## config.mk

```make
export PLATFORM = sky130hd
export DESIGN_NAME = bus_xfer_ctrl
export DESIGN_NICKNAME = d
export VERILOG_FILES = /design/src/rtl/bus_ctrl_pkg.sv /design/src/rtl/reg_sel_dec.sv /design/src/rtl/bus_xfer_ctrl.sv
export SDC_FILE = /design/constraint.sdc
export NUM_CORES = 1
export LEC_CHECK = 0
export ABC_CLOCK_PERIOD_IN_PS = 2850
export BUFFER_PORTS_ARGS = -buffer_cell sky130_fd_sc_hd__buf_4
export CORE_MARGIN = 1.5
export CORE_UTILIZATION = 50
export CTS_BUF_LIST = sky130_fd_sc_hd__clkbuf_4 sky130_fd_sc_hd__clkbuf_8
export DETAILED_ROUTE_END_ITERATION = 12
export MAX_ROUTING_LAYER = met4
export PLACE_DENSITY_LB_ADDON = 0.3
export SKIP_CTS_REPAIR_TIMING = 1
export SLEW_MARGIN = 20
export SYNTH_ARGS = -nofsm -noshare
export SYNTH_HDL_FRONTEND = slang
export SYNTH_SLANG_ARGS = --single-unit
```

## constraint.sdc

```tcl
create_clock -name clk -period 2.85 [get_ports clk]
set_input_delay 0.57 -clock clk [delete_from_list [all_inputs] [get_ports clk]]
set_output_delay 0.57 -clock clk [all_outputs]
set_load 0.01 [all_outputs]
```

## src/rtl/bus_ctrl_pkg.sv

```systemverilog
// Shared encodings for the register-bus transfer controller.
// Holds the instruction opcodes and the sequencer step states.
package bus_ctrl_pkg;

  localparam logic [1:0] OP_MV  = 2'd0;
  localparam logic [1:0] OP_MVI = 2'd1;
  localparam logic [1:0] OP_ADD = 2'd2;
  localparam logic [1:0] OP_SUB = 2'd3;

  typedef enum logic [1:0] {
    S_IDLE = 2'd0,
    S_T1   = 2'd1,
    S_T2   = 2'd2,
    S_T3   = 2'd3
  } state_t;

endpackage

```

## src/rtl/reg_sel_dec.sv

```systemverilog
// One-hot register select decoder.
// Produces all zeros when disabled or when the index names no real register.
module reg_sel_dec #(
  parameter int NREG  = 8,
  parameter int REG_W = 3
) (
  input  logic [REG_W-1:0] idx,
  input  logic             en,
  output logic [NREG-1:0]  onehot
);

  // An index at or beyond NREG never matches any bit, so it decodes to zero.
  always_comb begin
    onehot = '0;
    for (int i = 0; i < NREG; i++) begin
      if (en && (idx == REG_W'(i))) begin
        onehot[i] = 1'b1;
      end
    end
  end

endmodule

```

## src/rtl/bus_xfer_ctrl.sv

```systemverilog
// Multi-cycle sequencer for the shared register bus: MV, MVI, ADD and SUB.
// Only one bus driver is ever enabled in a given cycle.
module bus_xfer_ctrl
  import bus_ctrl_pkg::*;
#(
  parameter int NREG  = 8,
  parameter int REG_W = 3
) (
  input  logic             clk,
  input  logic             rst,
  input  logic             instr_valid,
  output logic             instr_ready,
  input  logic [1:0]       op,
  input  logic [REG_W-1:0] rx,
  input  logic [REG_W-1:0] ry,
  output logic [NREG-1:0]  R_in,
  output logic [NREG-1:0]  R_out,
  output logic             A_in,
  output logic             G_in,
  output logic             G_out,
  output logic             ext_out,
  output logic             alu_sub,
  output logic             done
);

  state_t           state, state_nxt;
  logic [1:0]       op_q;
  logic [REG_W-1:0] rx_q, ry_q;
  logic             in_en, out_en;
  logic [REG_W-1:0] in_idx, out_idx;

  always_ff @(posedge clk or negedge rst) begin
    if (!rst) begin
      state <= S_IDLE;
    end else begin
      state <= state_nxt;
    end
  end

  // Fields are captured once at acceptance; outputs never look at the live inputs.
  always_ff @(posedge clk or negedge rst) begin
    if (!rst) begin
      op_q <= '0;
      rx_q <= '0;
      ry_q <= '0;
    end else if (state == S_IDLE && instr_valid) begin
      op_q <= op;
      rx_q <= rx;
      ry_q <= ry;
    end
  end

  always_comb begin
    state_nxt = state;
    case (state)
      S_IDLE: if (instr_valid) state_nxt = S_T1;
      S_T1:   state_nxt = (op_q == OP_ADD || op_q == OP_SUB) ? S_T2 : S_IDLE;
      S_T2:   state_nxt = S_T3;
      S_T3:   state_nxt = S_IDLE;
      default: state_nxt = S_IDLE;
    endcase
  end

  always_comb begin
    instr_ready = (state == S_IDLE);
    in_en       = 1'b0;
    in_idx      = rx_q;
    out_en      = 1'b0;
    out_idx     = ry_q;
    A_in        = 1'b0;
    G_in        = 1'b0;
    G_out       = 1'b0;
    ext_out     = 1'b0;
    alu_sub     = 1'b0;
    done        = 1'b0;
    case (state)
      S_T1: begin
        case (op_q)
          OP_MV: begin
            out_en = 1'b1;
            in_en  = 1'b1;
            done   = 1'b1;
          end
          OP_MVI: begin
            ext_out = 1'b1;
            in_en   = 1'b1;
            done    = 1'b1;
          end
          default: begin
            out_en  = 1'b1;
            out_idx = rx_q;
            A_in    = 1'b1;
          end
        endcase
      end
      S_T2: begin
        out_en  = 1'b1;
        G_in    = 1'b1;
        alu_sub = (op_q == OP_SUB);
      end
      S_T3: begin
        G_out = 1'b1;
        in_en = 1'b1;
        done  = 1'b1;
      end
      default: ;
    endcase
  end

  reg_sel_dec #(.NREG(NREG), .REG_W(REG_W)) u_in_dec (
    .idx    (in_idx),
    .en     (in_en),
    .onehot (R_in)
  );

  reg_sel_dec #(.NREG(NREG), .REG_W(REG_W)) u_out_dec (
    .idx    (out_idx),
    .en     (out_en),
    .onehot (R_out)
  );

endmodule
```

==> Yosys cells after proc, flatten, opt, wreduce, memory -nomap -nowiden <==
Index checks and enable logic that the tools add are counted.
{ "totals": {"regBits": 10, "inputBits": 11, "out_inout_bits": 23, "elab_cells": 80} }
{ "op_classes": {"eq_ne": 21, "n_mux": 32, "n_reduce_logical": 23} }
{ "ops": {"columns": ["cell", "count"], "rows": [
  ["2-to-1 mux 1 bit", 25],
  ["equality test 3 bit (second input constant)", 8],
  ["logical AND 1 bit", 17],
  ["equality test 3 x 2 -> 1 bit (second input constant)", 4],
  ["equality test 2 bit (second input constant)", 4],
  ["case mux 2 bit (4 select lines)", 1],
  ["equality test 3 x 1 -> 1 bit (second input constant)", 2],
  ["logical NOT 3 bit", 2],
  ["2-to-1 mux 3 bit", 2],
  ["equality test 2 x 1 -> 1 bit (second input constant)", 2],
  ["logical NOT 2 bit", 2],
  ["2-to-1 mux 2 bit", 2],
  ["case mux 1 bit (2 select lines)", 2],
  ["inequality test 2 bit (second input constant)", 1],
  ["OR reduction 2 bit", 1],
  ["logical OR 1 bit", 1]
]} }

==> Depth between registers and ports, before layout <==
Gate-level depths: netlist (run 1).
{ "depth": {"depth_word": 7, "mapped_depth": 6, "ltp_nobuf": 6} }

==> Hierarchy <==
A second synthesis (run 1) with hierarchy kept.
{ "unflattened": {"hier_cells": 57, "hier_area_um2": 710.7} }
{ "modules_own_cells": {"columns": ["module", "n_inst", "cells_per_inst", "area_per_inst_um2", "seq_area_each_um2"], "rows": [
  ["bus_xfer_ctrl", 1, 41, 518.0, 250.2],
  ["reg_sel_dec", 2, 8, 96.3, 0.0]
]} }

==> Worst setup path after synthesis (run 1) <==
Ideal clock, no wire load.
{ "synth_timing": {"path_kind": "reg2out", "from": "register (tool-made name)", "to": "output R_out[0]", "arrival_time_ns": 1.435, "t_required_ns": 2.280, "slack_ns": 0.845, "stages_incl_launch_ff": 6, "path_buffers": 0, "cell_sequence": "dfrtp_1 > inv_1 > ha_1 > nand2_4 > mux2_4 > nor3_1"} }
{ "synth_lines": {"columns": ["item", "line_no", "rtl"], "rows": [
  ["to (decl)", "bus_xfer_ctrl.sv:17", "output logic [NREG-1:0] R_out,"]
]} }

==> results of run 1 <==
flip-flops by register name (all words and copies together) (netlist names), named ones only:
name    count
op_q        2
ry_q        3
in_idx      3
state       1
per-stage QoR:
| stage | hold WS, ns | cell area, um2 | power (mW) | worst slack (ns) |
|---|---|---|---|---|
| global route | 0.111 | 995 | 1.23 | 0.330 |
| CTS | 0.124 | 995 | 1.13 | 0.453 |
| floorplan | 0.274 | 692 | 0.768 | 0.845 |
| finish | 0.125 | 995 | 1.13 | 0.469 |
| global placement | 0.401 | 958 | 0.972 | 0.811 |
| detailed placement | 0.403 | 958 | 1.01 | 0.732 |
cell usage in the layout, fill, tap and decap left out, drive strengths merged:
master	count
nor3	10
a211oi	1
nor2	8
clkbuf	4
o221ai	1
dfrtp	10
inv	4
or2	1
mux2i	2
and3	1
buf	33
o21bai	1
a21oi	2
mux2	12
o21ai	1
and2b	1
ha	4
and2	1
a31oi	1
nand2b	5
nand2	4
cell families (layout without fill, tap and decap cells):
logic type      after synthesis  in the layout  share of synthesized area [%]
compound gates                7              7                           7.41
buf+inv                       4             41                           2.17
flops                        10             10                           36.2
mux                          14             14                           23.5
fa+ha+maj                     4              4                           7.23
simple gates                 31             31                           23.5
power by group through the flow:
stage / combinational [mW] / sequential, mW / clock (mW)
final: 0.689 / 0.316 / 0.121
after global routing: 0.768 / 0.330 / 0.136
after CTS: 0.694 / 0.314 / 0.124
after detailed placement: 0.692 / 0.317 / 0
after global placement: 0.667 / 0.305 / 0
after floorplan: 0.483 / 0.285 / 0
area by class of cell:
type	count	area (um2)	area share, %
multi-input cells	56	427	42.9
repair buffers	33	248	24.9
flip-flops and latches	10	250	25.2
inverters	4	15.0	1.51
clock buffers	4	36.3	3.65
well taps	15	18.8	1.89
layer usage:
| layer | track usage (%) | vias to the layer above | part of all wire, % | wire, um |
|---|---|---|---|---|
| li1 | - | 326 | - | - |
| met1 | 30.3 | 290 | 43 | 694 |
| met2 | 42.7 | 20 | 52 | 846 |
| met3 | 3.33 | 2 | 4.5 | 73 |
| met4 | 12.5 | 0 | 0.68 | 11 |
| met5 | - | - | 0 | 0 |
worst max-delay path by stage:
| stage | cells past startpoint | endpoint | slack [ns] |
|---|---|---|---|
| 2_1_floorplan | 5 | R_out[0] | 0.84 |
| 3_3_place_gp | 6 | R_out[2] | 0.81 |
| 3_5_place_dp | 6 | R_out[2] | 0.73 |
| 4_1_cts | 6 | R_out[2] | 0.45 |
| 5_1_grt | 6 | R_out[2] | 0.33 |
| 6_report | 6 | R_out[1] | 0.47 |
worst reg2reg max path, cell delays in order (launching register included):
cell	delay, ns
dfrtp_1	0.38
inv_1	0.10
ha_1	0.26
nand2_1	0.28
mux2_2	0.39
==> results by group, run 1 <==
Global route
  – Total track usage: 25.6%
  – Grt total ovfl: 0
  – Number of global-route vias before repair: 574
  – Global-route wire length before repair: 2550 um
  – Initial antenna violation count: 0
  – Pin count of the biggest net entering global routing: 11

Placement
  – Detail Placement HPWL: 1360 um
  – Routability cong.: 0.739
  – Cells after DPL: 118
  – IO Port Bufs: 33

Final layout
  – Fillcell total: 104
  – Fin cells: 122
  – Ant. Diodes: 0
  – Final core occ: 76.4%
  – Share of post-route cells with drive strength above 1: 50.5%
  – Final nets: 123
  – Area grow syn2layout: 43.8%

Detailed routing
  – Via density: 5.23
  – Wire length per cell: 13.3 um
  – Routed Antenna Nets: 0
  – Post-Route WL: 1630 um
  – DR iter-0 viols: 1
  – Vias: 638
  – TritonRoute pass-1 iters: 2
  – Number of remaining DRC errors: 0

Worst setup path
  – Top cell family by delay on the critical path: flip-flops
  – Critical Path End Type: primary output
  – Startpoint Class: register
  – R2r worst-path depth: 4
  – Worst EP arrival: 1.81 ns
  – WS Path Type: reg2out
  – Crit path largest cell delay: 0.39 ns
  – Reg-to-reg slack, setup: 1.34 ns
  – Worst Path Required: 2.28 ns
  – RR Endpoint: ry_q[2]
  – Critical path buffers and inverters: 2
  – CP max-delay cell: dfrtp_1
  – Reg2reg start: state[0]
  – CP Cell Sequence: inv_1 -> ha_1 -> nand2_4 -> mux2_4 -> nor3_1 -> buf_4
  – Worst-path fanout max: 7

STA
  – Max Fclk: 420 MHz
  – Final setup vio count: 0
  – Final Hold Fails: 0
  – Fin crit share: 83.5%
  – Setup TNS: 0 ns
  – Min cycle time layout: 2.38 ns
  – Clock Skews: 0.00235 ns
  – RSZ-0062 raised after global routing: no
  – Max Slew Vio Count: 0
  – Worst-margin pin slew: 0.386 ns
  – Slew headroom: 74.2%

Logic synthesis
  – Cell area after synthesis: 692 um2
  – Most instantiated cells after synthesis: 10 x dfrtp_1, 10 x mux2_2, 10 x nor3_1
  – Ys Warns: 0
  – Sequential share of the synthesized area: 36.2%
  – Synth top area share: 36.2%
  – Net Count, Synth: 85
  – Post-synth top flop: dfrtp_1
  – Synth Instances: 70
  – Synthesized area per cell: 9.88 um2
  – EDFF count, synth: 0
  – Top cells by area, synth: dfrtp_1 36%, mux2_2 16%, ha_1 7.2%, nor3_1 7.2%, nand2b_1 4.5%
  – Synth async-reset ratio: 100%
  – Netlist cell types: 21
  – Post-synthesis register bit count: 10
  – Synth area leader: dfrtp_1

Floorplan
  – Core footprint: 1300 um2
  – I/O pin count: 34
  – Die Height: 40.2 um
  – Row cnt: 13
  – Die X: 40.2 um
  – Starting Density: 53.2%
  – DIE AREA: 1620 um2

Clocking
  – H-tree levels: 1
  – CTS max path bufs: 2
  – Reg clk slew, reported paths: 0.06 ns
  – # clock sinks: 10
  – Number of buffers created by CTS: 3
  – CTS tree: yes
  – Clock root cell: clkbuf_4
  – Worst-Skew Late Latency: 0.26 ns

Min path
  – HP Class: in2async

Status
  – Run status: finished clean

Pwr
  – Sw frac: 42.8%
  – Sequential power share: 28.1%
  – Internal Power: 0.644 mW
  – Logic pwr share: 61.2%
  – Max VDD drop: 0.718 mV
  – Switch Pwr: 0.483 mW
  – Pwr dens: 1130 nW/um2
  – Leakage: 0.508 nW
  – Clk network pwr share: 10.7%

Job
  – Max-cap check violation count: 0
Note: power is estimated with default switching activity, not from simulation.
==> run 2: changes to the inputs <==
ABC_AREA = 1   (was not set)
ABC_CLOCK_PERIOD_IN_PS = 2200   (was 2850)
CORE_UTILIZATION = 46   (was 50)
clock period = 2.2 ns   (was 2.85 ns; I/O delays follow)
==> run 2 against run 1 <==
Effect of this change: sequential share of layout area is 0.40 points lower; cell count is 23% higher; clock skew is 0.0028 ns higher; combinational power is 24% higher; count of clock-buffer cells in the layout is 1 lower; critical path depth is 1 higher; first-iteration DRC count grew to 28 times the previous value; core utilization is 1.6 points lower; sequential power is 19% higher; largest power group unchanged; highest routed layer unchanged.
==> results by group, run 2 <==
Logic synthesis
  – Sequential share of the synthesized area: 36.0%
  – Synth async-reset ratio: 100%
  – Post-synthesis register bit count: 10
  – Net Count, Synth: 115
  – Top cells by area, synth: dfrtp_1 36%, nand2_1 10%, nor2_1 10%, inv_1 8.6%, ha_1 7.2%
  – Synth top area share: 36.0%
  – EDFF count, synth: 0
  – Synth Instances: 100
  – Netlist cell types: 16
  – Most instantiated cells after synthesis: 19 x nand2_1, 19 x nor2_1, 16 x inv_1
  – Synth area leader: dfrtp_1
  – Synthesized area per cell: 6.94 um2
  – Cell area after synthesis: 694 um2
  – Ys Warns: 0
  – Post-synth top flop: dfrtp_1

Placement
  – Routability cong.: 0.781
  – Dpl ws: 0.276 ns
  – IO Port Bufs: 33
  – Cells after DPL: 146
  – DP Area: 948 um2
  – Detail Placement HPWL: 1320 um

Clocking
  – H-tree levels: 1
  – Reg clk slew, reported paths: 0.06 ns
  – Worst-Skew Late Latency: 0.26 ns
  – Number of buffers created by CTS: 3
  – CTS max path bufs: 2
  – # clock sinks: 10
  – CTS tree: yes
  – Clock root cell: clkbuf_4

Detailed routing
  – Vias: 768
  – TritonRoute pass-1 iters: 5
  – Routed Antenna Nets: 0
  – Wire length per cell: 11.4 um
  – DR iter-0 viols: 28
  – Number of remaining DRC errors: 0
  – Post-Route WL: 1720 um
  – Via density: 5.12

Global route
  – Global-route wire length before repair: 2640 um
  – Number of global-route vias before repair: 644
  – Pin count of the biggest net entering global routing: 17
  – Initial antenna violation count: 0
  – Total track usage: 19.6%
  – Grt total ovfl: 0

STA
  – Final Hold Fails: 0
  – Min cycle time layout: 2.09 ns
  – Setup TNS: 0 ns
  – Fin crit share: 95.0%
  – Slew headroom: 70.2%
  – Max Slew Vio Count: 0
  – Worst hold margin: 0.427 ns
  – Clock Skews: 0.00511 ns
  – Final setup margin: 0.111 ns
  – Final setup vio count: 0
  – Max Fclk: 479 MHz
  – Worst-margin pin slew: 0.446 ns

Worst setup path
  – Worst EP arrival: 1.65 ns
  – Worst Path Required: 1.76 ns
  – Critical Path End Type: primary output
  – Worst-path fanout max: 5
  – WS Path Type: reg2out
  – Startpoint Class: register

Status
  – Run status: finished clean

Final layout
  – Final core occ: 74.9%
  – Fin cells: 150
  – Commonest non-fill, non-tap cell in the layout: buf_4
  – Fillcell total: 101
  – Most frequent cells in the layout: 33 x buf_4, 19 x nand2_1, 19 x nor2_1
  – Ant. Diodes: 0
  – FF/Latch Area: 250 um2
  – Share of post-route cells with drive strength above 1: 33.3%
  – Final Instance Area: 1010 um2
  – Area grow syn2layout: 45.6%
  – Final nets: 152
  – Area of the multi-input gates: 402 um2

Floorplan
  – I/O pin count: 34
  – Die Height: 41.9 um
  – Starting Density: 51.4%
  – Row cnt: 13
  – Core footprint: 1350 um2
  – Die X: 41.9 um
  – DIE AREA: 1750 um2

Pwr
  – Pwr dens: 1330 nW/um2
  – Leakage: 0.558 nW
  – Total power: 1.35 mW
  – Max VDD drop: 0.715 mV

Job
  – Max-cap check violation count: 0

Min path
  – HP Class: in2reg
## run 2: cell types whose count changed after synthesis, moves of 2 or more
cell,before,now
nand2_1,3,19
inv_1,4,16
nor2_1,8,19
mux2_2,10,0
a21oi_1,2,9
nand2b_1,5,0
nand3_1,0,4
o21ai_2,0,4
nor3_1,10,7
mux2_4,2,0
mux2i_1,2,0
o21ai_0,0,2
## run 2: power breakdown
part	leakage (nW)	switching, mW	internal (mW)
Clock	0.0138	0.0553	0.0628
Combinational	0.433	0.516	0.337
Sequential	0.112	0.105	0.269
## run 2: layer usage
layer,routed length (um),GRT usage (%),part of all wire [%],vias to the layer above
li1,-,-,-,386
met1,751,25.1,44,341
met2,833,29.7,49,37
met3,105,3.04,6.1,4
met4,23,10.3,1.3,0
met5,0,-,0,-
## run 2: final timing paths
| check | from | to | slack, ns | depth (start not counted) |
|---|---|---|---|---|
| min reg2reg | ry_q[0] | ry_q[0] | 0.55 | 2 |
| max | register | R_in[7] | 0.11 | 7 |
| max reg2reg | state[0] | in_idx[0] | 0.74 | 5 |
| max in group asynchronous | rst | in_idx[1] | 1.52 | 2 |
| min in group asynchronous | rst | op_q[1] | 0.54 | 2 |
| min | op[1] | op_q[1] | 0.43 | 3 |
## run 2: logic make-up after synthesis
family                   synth area share (%)
adder cells (fa/ha/maj)                  7.21
flip-flops                               36.0
buffers and inverters                    10.5
AO/OA/AOI/OAI                            14.6
AND/OR/NAND/NOR                          31.7
## run 2: layout make-up
class	count	area share, %
Multi-Input combinational cell	72	39.7
Timing Repair Buffer	34	25.5
Sequential cell	10	24.8
Inverter	16	5.94
Clock buffer	3	2.23
Tap cell	15	1.86
## run 2: critical path, stage by stage, from the launching register on
cell,delay [ns]
dfrtp_1,0.41
inv_1,0.14
ha_4,0.18
inv_1,0.08
o21bai_4,0.16
nand2_1,0.13
nor3_1,0.15
buf_4,0.15
